<file path="config.mk">
export PLATFORM = sky130hd
export DESIGN_NAME = pwm_deadtime_flat
export DESIGN_NICKNAME = d
export VERILOG_FILES = /design/src/rtl/pwm_deadtime_pkg.sv /design/src/rtl/pwm_deadtime_if.sv /design/src/rtl/pwm_deadtime_timer.sv /design/src/rtl/pwm_deadtime.sv /design/src/flat_wrapper.sv
export SDC_FILE = /design/constraint.sdc
export NUM_CORES = 1
export LEC_CHECK = 0
export CAP_MARGIN = 20
export CORE_MARGIN = 3
export CORE_UTILIZATION = 49
export DETAILED_ROUTE_END_ITERATION = 8
export PLACE_DENSITY = 0.88
export SLEW_MARGIN = 20
export SYNTH_ARGS = -nofsm -noshare
export SYNTH_HDL_FRONTEND = slang
export SYNTH_SLANG_ARGS = --single-unit
</file>
<file path="constraint.sdc">
create_clock -name clk -period 2.2 [get_ports clk]
set_input_delay 0.33 -clock clk [delete_from_list [all_inputs] [get_ports clk]]
set_output_delay 0.33 -clock clk [all_outputs]
set_load 0.02 [all_outputs]
</file>
<file path="src/rtl/pwm_deadtime_pkg.sv">
// Shared definitions for the PWM output path: state encoding, default widths, clock constants.
// Latency: n/a (declarations only).
// Backpressure: n/a.
package pwm_pkg;

   localparam int DW_DEFAULT = 16;

   // 50 MHz core clock; the upstream PWM counter uses the same constant
   localparam int CLK_PER_US = 50;

   typedef logic [2:0] state_t;

   localparam state_t ST_IDLE      = 3'd0;
   localparam state_t ST_DEAD_TO_H = 3'd1;
   localparam state_t ST_HIGH      = 3'd2;
   localparam state_t ST_DEAD_TO_L = 3'd3;
   localparam state_t ST_LOW       = 3'd4;
   localparam state_t ST_FAULT     = 3'd5;

   function automatic logic is_dead(input state_t s);
      return (s == ST_DEAD_TO_H) || (s == ST_DEAD_TO_L);
   endfunction

endpackage

</file>
<file path="src/rtl/pwm_deadtime_if.sv">
// Control/status bundle between the PWM controller and the dead-time output stage.
// Latency: n/a (wiring only).
// Backpressure: none; all signals are plain levels.
interface pwm_deadtime_if #(parameter int DW = pwm_pkg::DW_DEFAULT);

   logic          en;
   logic          pwm_in;
   logic [DW-1:0] dead_cycles;
   logic          fault;
   logic          fault_clr;
   logic          out_h;
   logic          out_l;
   logic          fault_latched;
   logic          dead_active;

   modport master (
      output en, pwm_in, dead_cycles, fault, fault_clr,
      input  out_h, out_l, fault_latched, dead_active
   );

   modport slave (
      input  en, pwm_in, dead_cycles, fault, fault_clr,
      output out_h, out_l, fault_latched, dead_active
   );

endinterface

</file>
<file path="src/rtl/pwm_deadtime_timer.sv">
// Dead-time down-counter: loads max(value,1)-1, counts down to zero and holds there.
// Latency: zero flag reflects the registered count, valid the cycle after load.
// Backpressure: none; load has priority over decrement.
module pwm_dead_timer #(
   parameter int DW = pwm_pkg::DW_DEFAULT
) (
   input  logic          clk,
   input  logic          rst,
   input  logic          load,
   input  logic          dec,
   input  logic [DW-1:0] value,
   output logic          zero
);

   localparam logic [DW-1:0] ONE = {{(DW-1){1'b0}}, 1'b1};

   logic [DW-1:0] cnt_q, cnt_d;

   // next count: a zero request behaves like one cycle, and decrement stops at zero
   always_comb begin
      cnt_d = cnt_q;
      if (load) begin
         cnt_d = (value == '0) ? '0 : (value - ONE);
      end else if (dec && (cnt_q != '0)) begin
         cnt_d = cnt_q - ONE;
      end
   end

   // count register
   always_ff @(posedge clk or posedge rst) begin
      if (rst) cnt_q <= '0;
      else     cnt_q <= cnt_d;
   end

   assign zero = (cnt_q == '0);

endmodule

</file>
<file path="src/rtl/pwm_deadtime.sv">
// Complementary gate-drive stage with programmable dead time and latched fault shutdown.
// Latency: pwm_in -> turn-off in 2 cycles, turn-on after a further D cycles; fault -> outputs low in 1 cycle.
// Backpressure: none; inputs are sampled every cycle.
module pwm_deadtime
   import pwm_pkg::*;
#(
   parameter int DW = DW_DEFAULT
) (
   input  logic           clk,
   input  logic           rst,
   pwm_deadtime_if.slave  bus
);

   state_t state_q, state_d;
   logic   pwm_q, pwm_d;
   logic   orig_idle_q, orig_idle_d;   // current dead interval was started from IDLE
   logic   out_h_q, out_h_d;
   logic   out_l_q, out_l_d;
   logic   fault_latched_q, fault_latched_d;
   logic   dead_active_q, dead_active_d;

   logic   tmr_load;
   logic   tmr_dec;
   logic   tmr_zero;

   assign pwm_d    = bus.pwm_in;
   // reload on every entry into a dead state, including a retarget between the two
   assign tmr_load = is_dead(state_d) && (state_d != state_q);
   assign tmr_dec  = is_dead(state_q);

   pwm_dead_timer #(.DW(DW)) u_timer (
      .clk   (clk),
      .rst   (rst),
      .load  (tmr_load),
      .dec   (tmr_dec),
      .value (bus.dead_cycles),
      .zero  (tmr_zero)
   );

   // state register plus registered outputs
   always_ff @(posedge clk or posedge rst) begin
      if (rst) begin
         state_q         <= ST_IDLE;
         pwm_q           <= 1'b0;
         orig_idle_q     <= 1'b0;
         out_h_q         <= 1'b0;
         out_l_q         <= 1'b0;
         fault_latched_q <= 1'b0;
         dead_active_q   <= 1'b0;
      end else begin
         state_q         <= state_d;
         pwm_q           <= pwm_d;
         orig_idle_q     <= orig_idle_d;
         out_h_q         <= out_h_d;
         out_l_q         <= out_l_d;
         fault_latched_q <= fault_latched_d;
         dead_active_q   <= dead_active_d;
      end
   end

   // next-state: fault beats everything, then fault exit, then enable, then waveform tracking
   always_comb begin
      state_d     = state_q;
      orig_idle_d = orig_idle_q;
      if (bus.fault) begin
         state_d = ST_FAULT;
      end else if (state_q == ST_FAULT) begin
         if (bus.fault_clr) state_d = ST_IDLE;
      end else if (!bus.en) begin
         state_d = ST_IDLE;
      end else begin
         case (state_q)
            ST_IDLE: begin
               state_d     = pwm_q ? ST_DEAD_TO_H : ST_DEAD_TO_L;
               orig_idle_d = 1'b1;
            end
            ST_LOW: begin
               if (pwm_q) begin
                  state_d     = ST_DEAD_TO_H;
                  orig_idle_d = 1'b0;
               end
            end
            ST_HIGH: begin
               if (!pwm_q) begin
                  state_d     = ST_DEAD_TO_L;
                  orig_idle_d = 1'b0;
               end
            end
            ST_DEAD_TO_H: begin
               if (!pwm_q)        state_d = orig_idle_q ? ST_DEAD_TO_L : ST_LOW;
               else if (tmr_zero) state_d = ST_HIGH;
            end
            ST_DEAD_TO_L: begin
               if (pwm_q)         state_d = orig_idle_q ? ST_DEAD_TO_H : ST_HIGH;
               else if (tmr_zero) state_d = ST_LOW;
            end
            default: state_d = ST_IDLE;
         endcase
      end
   end

   // outputs decoded from the next state so they switch on the same edge as the state
   always_comb begin
      out_h_d         = (state_d == ST_HIGH);
      out_l_d         = (state_d == ST_LOW);
      fault_latched_d = (state_d == ST_FAULT);
      dead_active_d   = is_dead(state_d);
   end

   assign bus.out_h         = out_h_q;
   assign bus.out_l         = out_l_q;
   assign bus.fault_latched = fault_latched_q;
   assign bus.dead_active   = dead_active_q;

endmodule

</file>
<file path="src/flat_wrapper.sv">
// flat-port wrapper written by rule: the top's interface ports become plain ports
module pwm_deadtime_flat import pwm_pkg::*;
#(
   parameter int DW = DW_DEFAULT
)
  (clk, rst, bus_en, bus_pwm_in, bus_dead_cycles, bus_fault, bus_fault_clr, bus_out_h, bus_out_l, bus_fault_latched, bus_dead_active);
  pwm_deadtime_if #(.DW(DW)) bus_i ();
  input  logic clk;
  input  logic rst;
  input wire logic [$bits(bus_i.en)-1:0] bus_en;
  input wire logic [$bits(bus_i.pwm_in)-1:0] bus_pwm_in;
  input wire logic [$bits(bus_i.dead_cycles)-1:0] bus_dead_cycles;
  input wire logic [$bits(bus_i.fault)-1:0] bus_fault;
  input wire logic [$bits(bus_i.fault_clr)-1:0] bus_fault_clr;
  output wire logic [$bits(bus_i.out_h)-1:0] bus_out_h;
  output wire logic [$bits(bus_i.out_l)-1:0] bus_out_l;
  output wire logic [$bits(bus_i.fault_latched)-1:0] bus_fault_latched;
  output wire logic [$bits(bus_i.dead_active)-1:0] bus_dead_active;
  assign bus_i.en = bus_en;
  assign bus_i.pwm_in = bus_pwm_in;
  assign bus_i.dead_cycles = bus_dead_cycles;
  assign bus_i.fault = bus_fault;
  assign bus_i.fault_clr = bus_fault_clr;
  assign bus_out_h = bus_i.out_h;
  assign bus_out_l = bus_i.out_l;
  assign bus_fault_latched = bus_i.fault_latched;
  assign bus_dead_active = bus_i.dead_active;
  pwm_deadtime #(.DW(DW)) u_core (.clk(clk), .rst(rst), .bus(bus_i));
endmodule
</file>
==> reports/qor.yml, run 1 <==
synth_top_area_frac: 0.346
cts-htree-levels: 1
synth_top_family_by_area: "simple AND/OR/NAND/NOR gates"
criticalPathCategory: "reg -> reg"
rsz0062_at_grt: "true"
syn_area_um2: 1810
ir_worst_vdd_v: 0.000523
core_area_um2: 3440
worst_pin_slew_ns: 0.474
finalMaxSlewViolations: 0
reg2reg_slack_ns: 0.02
reg2reg_depth: 8
final_nets: 272
synth_compound_area_frac: 0.0893
path_clk_slew_ns: 0.08
diodes: 0
cp-start-kind: "register"
num_rows: 21
crit_fanout: 5
clk_latency_ns: 0.27
ys_warn_count: 0
die_h_um: 66.7
cts_buffers: 3
grt_start_max_net_pins: 26
synth-edff-count: 0
dr.pass1.iters: 4
cts_root_buf: "clkbuf_8"
placed_cells: 285
slew-limit-headroom: 0.682
ys_ff_latch: 25
post-route-period-util: 0.992
cp-startpoint: "u_core.u_timer.cnt_q[0]"
grt_overflow: 0
area_delta_synth_final_pct: 35.3
p_leak_nw: 0.926
synthMuxAreaShare: 0.108
initialDrtViolationCount: 195
holdWs_ns: 0.415
gp_congestion: 0.798
drc: 0
yosysTopAreaCell: "dfrtp_1"
yosys-top-cells-area: "dfrtp_1 (35%), mux2i_1 (10%), xnor2_1 (8.2%)"
worstPathArrival_ns: 2.36
grt_pass1_vias: 1750
hpwl_um: 3220
crit_required_ns: 2.37
hold_class: "in -> async"
post_route_cells_drive_above_1_share: 0.211
synthDistinctLibCells: 42
skew_ns: 0.00258
finalHoldViolations: 0
cts_buffer_depth: 2
die_area_um2: 4450
synth_xor_area_frac: 0.126
via_per_inst: 5.76
synth_commonest_cells: "dfrtp_1 (25), nand2_1 (25), mux2i_1 (18)"
fin_cells: 293
status: "completed"
drv_cap: 0
postRouteAntennaNets: 0
timing.setup.tns_ns: 0
place_area_um2: 2250
grt_pass1_wl_um: 7890
die_w_um: 66.7
syn-num-nets: 222
routed-via-count: 1689
synthAdderAreaFrac: 0.0139
yosys.area_share.simple: 0.271
endpoint: "u_core.bus.out_h"
numPortBuffers: 25
synthCells: 198
cts_tree: "done"
cts_hold_buffers: 0
finalInstanceArea_um2: 2440
wirelength_um: 4750
pin_count: 26
worst_slack_ns: 0.0180
ys.flop_type: "dfrtp_1"
fmax_mhz: 458
grt_antenna_before_repair: 0
synth_area_per_cell_um2: 9.12
setup_viol: 0
synthArstFlopShare: 1.00
yosysSeqAreaShare: 0.346
wl_per_cell_um: 16.2
power.density_nw_per_um2: 738
start_util: 0.525
r2r-end: "u_core.bus.out_h"
clock-sinks: 25
period_minus_slack_ns: 2.18
cp-end-kind: "register"
place_ws_ns: -0.263
grt_usage: 0.232
r2r-start: "u_core.u_timer.cnt_q[0]"
[worst min path at each step]
stage,start,endpoint
after floorplan,rst,u_core.bus.dead_active
after global placement,u_core.u_timer.cnt_q[5],u_core.u_timer.cnt_q[5]
after detailed placement,u_core.u_timer.cnt_q[5],u_core.u_timer.cnt_q[5]
after CTS,rst,u_core.u_timer.cnt_q[8]
after global routing,rst,u_core.u_timer.cnt_q[1]
final,rst,u_core.u_timer.cnt_q[8]
[worst max-delay path, cell delays in order, from the launching register on]
cell,delay (ns)
dfrtp_1,0.42
inv_2,0.11
ha_4,0.14
nor4b_4,0.25
nand4_4,0.19
buf_4,0.19
o211a_1,0.24
nor4_4,0.27
nor3b_1,0.26
[cells by family (layout without fill, tap and decap cells)]
logic type | count (synthesis) | count (layout)
simple gates | 89 | 89
flops | 25 | 25
mux | 19 | 19
xor+xnor | 26 | 26
fa+ha+maj | 2 | 2
buf+inv | 15 | 64
compound gates | 22 | 22
[per-stage QoR]
| stage | utilization | total power [mW] |
|---|---|---|
| after floorplan | - | 1.20 |
| final | 0.710 | 1.80 |
| after detailed placement | 0.653 | 1.40 |
| after global placement | 0.653 | 1.35 |
| after CTS | 0.698 | 1.71 |
| after global routing | 0.710 | 1.91 |
[metal layers]
metal / global-route usage / vias to the layer above / share of wire
met5: 0 / - / 0
met3: 0.0438 / 16 / 0.052
met2: 0.434 / 63 / 0.52
met4: 0.0812 / 0 / 0.024
met1: 0.258 / 808 / 0.41
li1: - / 802 / -
[final cells by class]
class	count	area, µm²
multi-input combinational	158	1210
fill	233	997
sequential	25	626
timing repair buffer	52	478
tap	46	57.6
clock buffer	4	45.0
inverter	8	30.0
[power breakdown]
part	switching [mW]	internal [mW]
registers	0.277	0.620
logic	0.289	0.348
clock network	0.140	0.130
[cell usage in the layout (no fill, tap or decap), drive strengths merged, types with 3 or more instances in the layout]
cell / Yosys / routed
dfrtp: 25 / 25
nand2b: 5 / 5
xnor2: 17 / 17
nor2b: 3 / 3
nor4: 12 / 12
xor2: 9 / 9
mux2i: 18 / 18
nor2: 17 / 17
clkbuf: 4 / 4
nand3: 4 / 4
o21ai: 7 / 7
nor3: 11 / 11
nand2: 25 / 25
inv: 8 / 8
buf: 3 / 27
clkdlybuf4s50: 0 / 25
[timing repair]
item                                    in CTS  in global routing
cloned                                       1                  0
setup buffers                                4                  1
endpoints found under the hold margin        0                  0
pin swaps                                    4                  6
gates resized for setup                      8                 11
endpoints found under the setup margin      16                 17
[sequential cells by signal, indices dropped and copies added, names as in the netlist]
register and flops:
u_core.state_q 3, u_core.bus.out_h 1, u_core.bus.fault_latched 1, u_core.bus.dead_active 1, u_core.bus.out_l 1, u_core.u_timer.cnt_q 16
u_core.orig_idle_q 1, u_core.pwm_q 1
Power figures use the tool's default switching activity.
==> run 2, diff against run 1 <==
--- a/config.mk
+++ b/config.mk
@@ -6,7 +6,6 @@
 export NUM_CORES = 1
 export LEC_CHECK = 0
 export CAP_MARGIN = 20
-export CORE_MARGIN = 3
 export CORE_UTILIZATION = 49
 export DETAILED_ROUTE_END_ITERATION = 8
 export PLACE_DENSITY = 0.88
==> run 2 against run 1 <==
The run now ends with setup timing left. Cell count is 0.34% higher. Worst hold slack got worse by 0.0070 ns. Sequential cell count did not move. First-iteration DRC count down 48%. Utilization shrank 1.9 points. Critical path depth up 1. Design area fell by 2.6%. Largest power group unchanged. Non-clock buffer count increased by 1. Wire length shrank 7.2%. Critical endpoint is now u_core.u_timer.cnt_q[1]. Worst setup slack lost 0.072 ns. Clock-buffer cell count down 1. Maximum frequency fell by 3.2%.
==> reports/qor.yml, run 2 (synthesis gave the netlist of run 1 again) <==
crit_required_ns: 2.37  # about the same
finish.utilization: 0.692  # -0.0185
final_common_cell: "buf_4"
hold_class: "in -> async"
worst_pin_slew_ns: 0.476  # +0.00142 ns
cts_buffers: 3  # unchanged
skew_ns: 0.00232  # -0.000260 ns
cp-start-kind: "register"
core_area_um2: 3440  # unchanged
nFillCells: 253  # +8.6%
p_leak_nw: 0.923  # -0.32%
grt_overflow: 0  # unchanged
multi_input_area_um2: 1150  # -4.5%
crit_buf_inv: 2  # unchanged
grt_start_max_net_pins: 26  # unchanged
path_clk_slew_ns: 0.09  # about the same
drv_cap: 0  # unchanged
clk_latency_ns: 0.28  # about the same
final_nets: 273  # +0.37%
r2r-end: "u_core.u_timer.cnt_q[1]"
ir_worst_vdd_v: 0.000384  # -27%
cts_tree: "done"
die_area_um2: 3930  # -12%
rsz0062_at_grt: "true"
post-route-period-util: 1.02  # +0.0329
path_cells: "inv_1 > ha_2 > nor4b_4 > nand4_4 > a221oi_2 > nor2_1 > o311a_1 > buf_4 > mux2_4"
cts_root_buf: "clkbuf_8"
area_delta_synth_final_pct: 31.8
critical-path-top-delay-family: "simple AND/OR/NAND/NOR gates"
regArea_um2: 626  # unchanged
numPortBuffers: 25  # unchanged
worstPathArrival_ns: 2.43  # +0.07 ns
wl_met1_um: 1850  # -4.5%
die_h_um: 62.7  # -6.0%
power.density_nw_per_um2: 731  # -0.92%
cts_buffer_depth: 2  # unchanged
die_w_um: 62.7  # -6.0%
pin_count: 26  # unchanged
violations: "setup timing"
clock-sinks: 25  # unchanged
timing.setup.tns_ns: -0.0544  # -0.0544 ns
p_switching_mw: 0.661  # -6.4%
cts-htree-levels: 1  # unchanged
gp_congestion: 0.861  # +7.9%
drc: 0  # unchanged
grt_usage: 0.221  # -0.0108
dr.pass1.iters: 4  # unchanged
via_per_inst: 5.71  # -0.87%
wl_per_cell_um: 15.0  # -7.5%
period_minus_slack_ns: 2.25  # +0.0724 ns
wl_met2_um: 2310  # -6.1%
largest_register_ffs: 16  # unchanged
num_rows: 21  # unchanged
diodes: 0  # unchanged
start_util: 0.525  # unchanged
highest_layer: "met4"
wl_met3_um: 169  # -32%
initialDrtViolationCount: 102  # -48%
p_int_mw: 1.08  # -1.7%
reg_top3: "u_core.u_timer.cnt_q: 16 flops, u_core.state_q: 3 flops"
wirelength_um: 4410  # -7.2%
finalInstanceArea_um2: 2380  # -2.6%
finalHoldViolations: 0  # unchanged
grt_pass1_vias: 1564  # -11%
most-common-layout-cells: "buf_4 (27), nand2_1 (25), clkdlybuf4s50_1 (25), dfrtp_1 (25), mux2i_1 (18)"
place_area_um2: 2250  # +0.11%
max_stage_delay_ns: 0.39  # -0.03 ns
slew-limit-headroom: 0.680  # -0.00211
setup_viol: 1  # +1
top_register: "u_core.u_timer.cnt_q"
r2r-start: "u_core.u_timer.cnt_q[0]"
grt_antenna_before_repair: 0  # unchanged
finalMaxSlewViolations: 0  # unchanged
reg2reg_slack_ns: -0.05  # -0.07 ns
p_clk_frac: 0.166  # +0.017
criticalPathCategory: "reg -> reg"
grt_pass1_wl_um: 6910  # -12%
p_comb_frac: 0.342  # -0.011
hpwl_um: 3230  # +0.41%
status: "finished with violations"
seqPwrFrac: 0.492  # -0.005
total_power_mw: 1.74  # -3.5%
fmax_mhz: 444  # -3.2%
postRouteAntennaNets: 0  # unchanged
cp_slowest_cell: "dfrtp_1"
post_route_cells_drive_above_1_share: 0.194  # -0.0170
sw_frac_of_total: 0.380  # -0.0116
worst_slack_ns: -0.0544  # -0.0724 ns
crit_fanout: 5  # unchanged
cts_hold_buffers: 0  # unchanged
reg2reg_depth: 9  # +1
routed-via-count: 1680  # -0.53%
cp-end-kind: "register"
[run 2: cell types whose count changed in the layout (fill, tap and decap cells not counted), moves of 2 or more]
cell    before  now
buf_12       2    0
buf_4       25   27
inv_1        6    8
inv_2        2    0
nor3_1       8   10
nor3_2       3    1
nor4_1       4    6
nor4_4       4    2
[run 2: cell type report]
type	instances	share of cell area
clock inverters	1	0.00315
multi-input cells	158	0.485
repair buffers	53	0.195
clock buffers	3	0.0173
flip-flops and latches	25	0.263
well taps	46	0.0242
inverters	8	0.0126
[run 2: metrics by stage]
stage	cells	setup WS [ns]	hold WS (ns)
3_5_place_dp	287	-0.249	0.549
2_1_floorplan	198	0.0968	0.357
6_report	294	-0.0544	0.408
3_3_place_gp	287	-0.206	0.539
4_1_cts	291	0.0233	0.437
5_1_grt	294	-0.146	0.432
[run 2: how the worst max path moves through the flow]
stage                                 start                  endpoint  slack [ns]  cells after the start
floorplan           u_core.u_timer.cnt_q[0]   u_core.u_timer.cnt_q[1]         0.1                      9
global placement         bus_dead_cycles[8]  u_core.u_timer.cnt_q[15]       -0.21                      7
detailed placement       bus_dead_cycles[8]  u_core.u_timer.cnt_q[15]       -0.25                      7
CTS                 u_core.u_timer.cnt_q[0]   u_core.u_timer.cnt_q[3]        0.02                      8
global route        u_core.u_timer.cnt_q[1]   u_core.u_timer.cnt_q[1]       -0.15                      9
finish              u_core.u_timer.cnt_q[0]   u_core.u_timer.cnt_q[1]       -0.05                      9
[run 2: repair_timing]
action                                  in CTS  in global routing
pin swaps                                    0                  4
resized for setup                            2                  8
endpoints found under the setup margin      11                 17
setup buffers                                0                  3
[run 2: power by group through the flow]
stage	Clock (mW)	Sequential, mW	Combinational (mW)
3_5_place_dp	0	0.846	0.555
6_report	0.288	0.857	0.595
5_1_grt	0.313	0.870	0.655
3_3_place_gp	0	0.830	0.523
2_1_floorplan	0	0.796	0.401
4_1_cts	0.283	0.851	0.566
[run 2: tightest hold or removal path, delay by kind of cell]
kind / cells / cell delay [ns]
buffers and inverters: 3 / 0.76
[run 2: layer usage]
layer  track usage  vias to the layer above
met5             0                        -
met4        0.0901                        0
met3        0.0219                       10
met2         0.389                       53
met1         0.275                      809
li1              -                      808
==> run 3, diff against run 2 <==
--- a/config.mk
+++ b/config.mk
@@ -9,6 +9,7 @@
 export CORE_UTILIZATION = 49
 export DETAILED_ROUTE_END_ITERATION = 8
 export PLACE_DENSITY = 0.88
+export REMOVE_ABC_BUFFERS = 1
 export SLEW_MARGIN = 20
 export SYNTH_ARGS = -nofsm -noshare
 export SYNTH_HDL_FRONTEND = slang
==> run 3 against run 2 <==
Clock-buffer cell count unchanged. Sequential cell count unchanged. Global-route usage decreased by 0.62 points. Critical endpoint is now u_core.u_timer.cnt_q[2]. Combinational power increased by 13%. Utilization increased by 1.5 points. Largest power group unchanged. Clock power decreased by 5%. Sequential power decreased by 2.6%. Worst hold slack got worse by 0.012 ns. First-iteration DRC count increased by 20%. The run now ends clean. Design area increased by 2.2%.
==> reports/qor.yml, run 3 (synthesis gave the netlist of run 1 again) <==
cp_slowest_cell: "dfrtp_1"
top_register: "u_core.u_timer.cnt_q"
wl_met3_um: 117  # -31%
num_rows: 21  # unchanged
cp-end-kind: "register"
wl_met2_um: 2100  # -8.8%
area_delta_synth_final_pct: 34.7
p_leak_nw: 0.948  # +2.6%
initialDrtViolationCount: 122  # +20%
grt_pass1_wl_um: 6730  # -2.7%
crit_required_ns: 2.36  # about the same
power.density_nw_per_um2: 733  # +0.23%
start_util: 0.525  # unchanged
finalMaxSlewViolations: 0  # unchanged
seqPwrFrac: 0.468  # -0.024
most-common-layout-cells: "buf_4 (31), nand2_1 (25), clkdlybuf4s50_1 (25), dfrtp_1 (24)"
worstPathArrival_ns: 2.24  # -0.19 ns
hpwl_um: 3040  # -6.0%
grt_antenna_before_repair: 0  # unchanged
p_clk_frac: 0.153  # -0.013
ir_worst_vdd_v: 0.000335  # -13%
finalHoldViolations: 0  # unchanged
drv_cap: 0  # unchanged
cts_root_buf: "clkbuf_8"
final_nets: 277  # +1.5%
gp_congestion: 0.828  # -3.9%
p_switching_mw: 0.662  # +0.23%
final_common_cell: "buf_4"
slew-limit-headroom: 0.743  # +0.0633
highest_layer: "met4"
grt_usage: 0.215  # -0.00615
period_minus_slack_ns: 2.09  # -0.168 ns
placed_cells: 294  # +2.4%
wirelength_um: 3960  # -10%
fin_cells: 298  # +1.4%
diodes: 0  # unchanged
dr.pass1.iters: 4  # unchanged
wl_per_cell_um: 13.3  # -11%
cts_tree: "done"
p_int_mw: 1.12  # +3.8%
numPortBuffers: 25  # unchanged
hold_class: "in -> async"
drc: 0  # unchanged
cts-htree-levels: 1  # unchanged
path_clk_slew_ns: 0.08  # about the same
routed-via-count: 1617  # -3.8%
grt_overflow: 0  # unchanged
setup_viol: 0  # -1
pin_count: 26  # unchanged
grt_start_max_net_pins: 26  # unchanged
postCtsSetupBuffers: 0  # unchanged
reg_top3: "u_core.u_timer.cnt_q: 16 flops, u_core.state_q: 3 flops"
wl_met1_um: 1650  # -11%
clock-sinks: 25  # unchanged
core_area_um2: 3440  # unchanged
status: "completed"
postRouteAntennaNets: 0  # unchanged
max_stage_delay_ns: 0.41  # +0.02 ns
die_w_um: 62.7  # unchanged
grt_pass1_vias: 1581  # +1.1%
timing.setup.tns_ns: 0  # +0.0544 ns
nFillCells: 247  # -2.4%
path_cells: "inv_2 > ha_4 > nor4b_4 > nand4_4 > a221oi_2 > nor2_2 > o311a_4 > buf_6 > mux2i_2"
fmax_mhz: 479  # +8.1%
cp-start-kind: "register"
die_area_um2: 3930  # unchanged
r2r-start: "u_core.u_timer.cnt_q[1]"
largest_register_ffs: 16  # unchanged
r2r-end: "u_core.u_timer.cnt_q[2]"
die_h_um: 62.7  # unchanged
reg2reg_depth: 9  # unchanged
criticalPathCategory: "reg -> reg"
via_per_inst: 5.43  # -5.0%
clk_latency_ns: 0.27  # about the same
post_route_cells_drive_above_1_share: 0.222  # +0.0287
worst_pin_slew_ns: 0.382  # -0.0938 ns
p_comb_frac: 0.379  # +0.037
crit_fanout: 7  # +2
sw_frac_of_total: 0.371  # -0.00821
post-route-period-util: 0.948  # -0.0766
skew_ns: 0.00126  # -0.00106 ns
cts_buffers: 3  # unchanged
cts_buffer_depth: 2  # unchanged
reg2reg_slack_ns: 0.11  # +0.17 ns
-- run 3: power groups by stage --
stage,clock (mW),sequential (mW),combinational [mW]
6_report,0.273,0.835,0.675
5_1_grt,0.298,0.853,0.752
4_1_cts,0.270,0.816,0.638
3_5_place_dp,0,0.814,0.621
3_3_place_gp,0,0.806,0.592
2_1_floorplan,0,0.805,0.384
-- run 3: worst max-delay path: cells and delay by family, from the launching register on --
family / cells / cell delay (ns)
mux: 1 / 0.14
compound gates: 2 / 0.51
simple gates: 3 / 0.54
fa+ha+maj: 1 / 0.14
flops: 1 / 0.41
buf+inv: 2 / 0.23
-- run 3: worst max path at each step --
stage,from,endpoint,slack [ns]
finish,u_core.u_timer.cnt_q[1],u_core.u_timer.cnt_q[2],0.11
global route,bus_dead_cycles[8],u_core.u_timer.cnt_q[15],-0.01
CTS,u_core.u_timer.cnt_q[0],u_core.u_timer.cnt_q[14],-0.01
detailed placement,bus_dead_cycles[8],u_core.u_timer.cnt_q[15],-0.25
global placement,bus_dead_cycles[8],u_core.u_timer.cnt_q[15],-0.16
floorplan,u_core.u_timer.cnt_q[0],u_core.u_timer.cnt_q[1],-0.28
-- run 3: stage by stage --
step	power [mW]	utilization	area [µm²]	setup WS, ns	hold slack, ns
floorplan	1.19	-	1760	-0.279	0.357
global placement	1.40	0.669	2300	-0.157	0.594
detailed placement	1.43	0.669	2300	-0.250	0.590
CTS	1.72	0.690	2370	-0.00993	0.418
global route	1.90	0.707	2430	-0.00974	0.433
finish	1.78	0.707	2430	0.114	0.396
-- run 3: layout make-up --
type,count,area (µm²),area share
repair buffers,57,494,0.203
well taps,46,57.6,0.0237
clock inverters,1,5.00,0.00206
flip-flops and latches,25,627,0.258
clock buffers,3,41.3,0.0170
multi-input cells,158,1180,0.484
inverters,8,30.0,0.0123
-- run 3: metal layers --
layer / GRT usage / up-vias
met2: 0.402 / 44
met1: 0.249 / 755
met3: 0.0347 / 7
met5: 0 / -
li1: - / 811
met4: 0.0610 / 0
-- run 3: repair_timing --
item	4_1_cts	5_1_grt
gates resized for setup	4	12
hold buffers	0	0
pin swaps	1	3
gates cloned	0	0
hold endpoints to repair	0	0
setup endpoints to repair	16	16
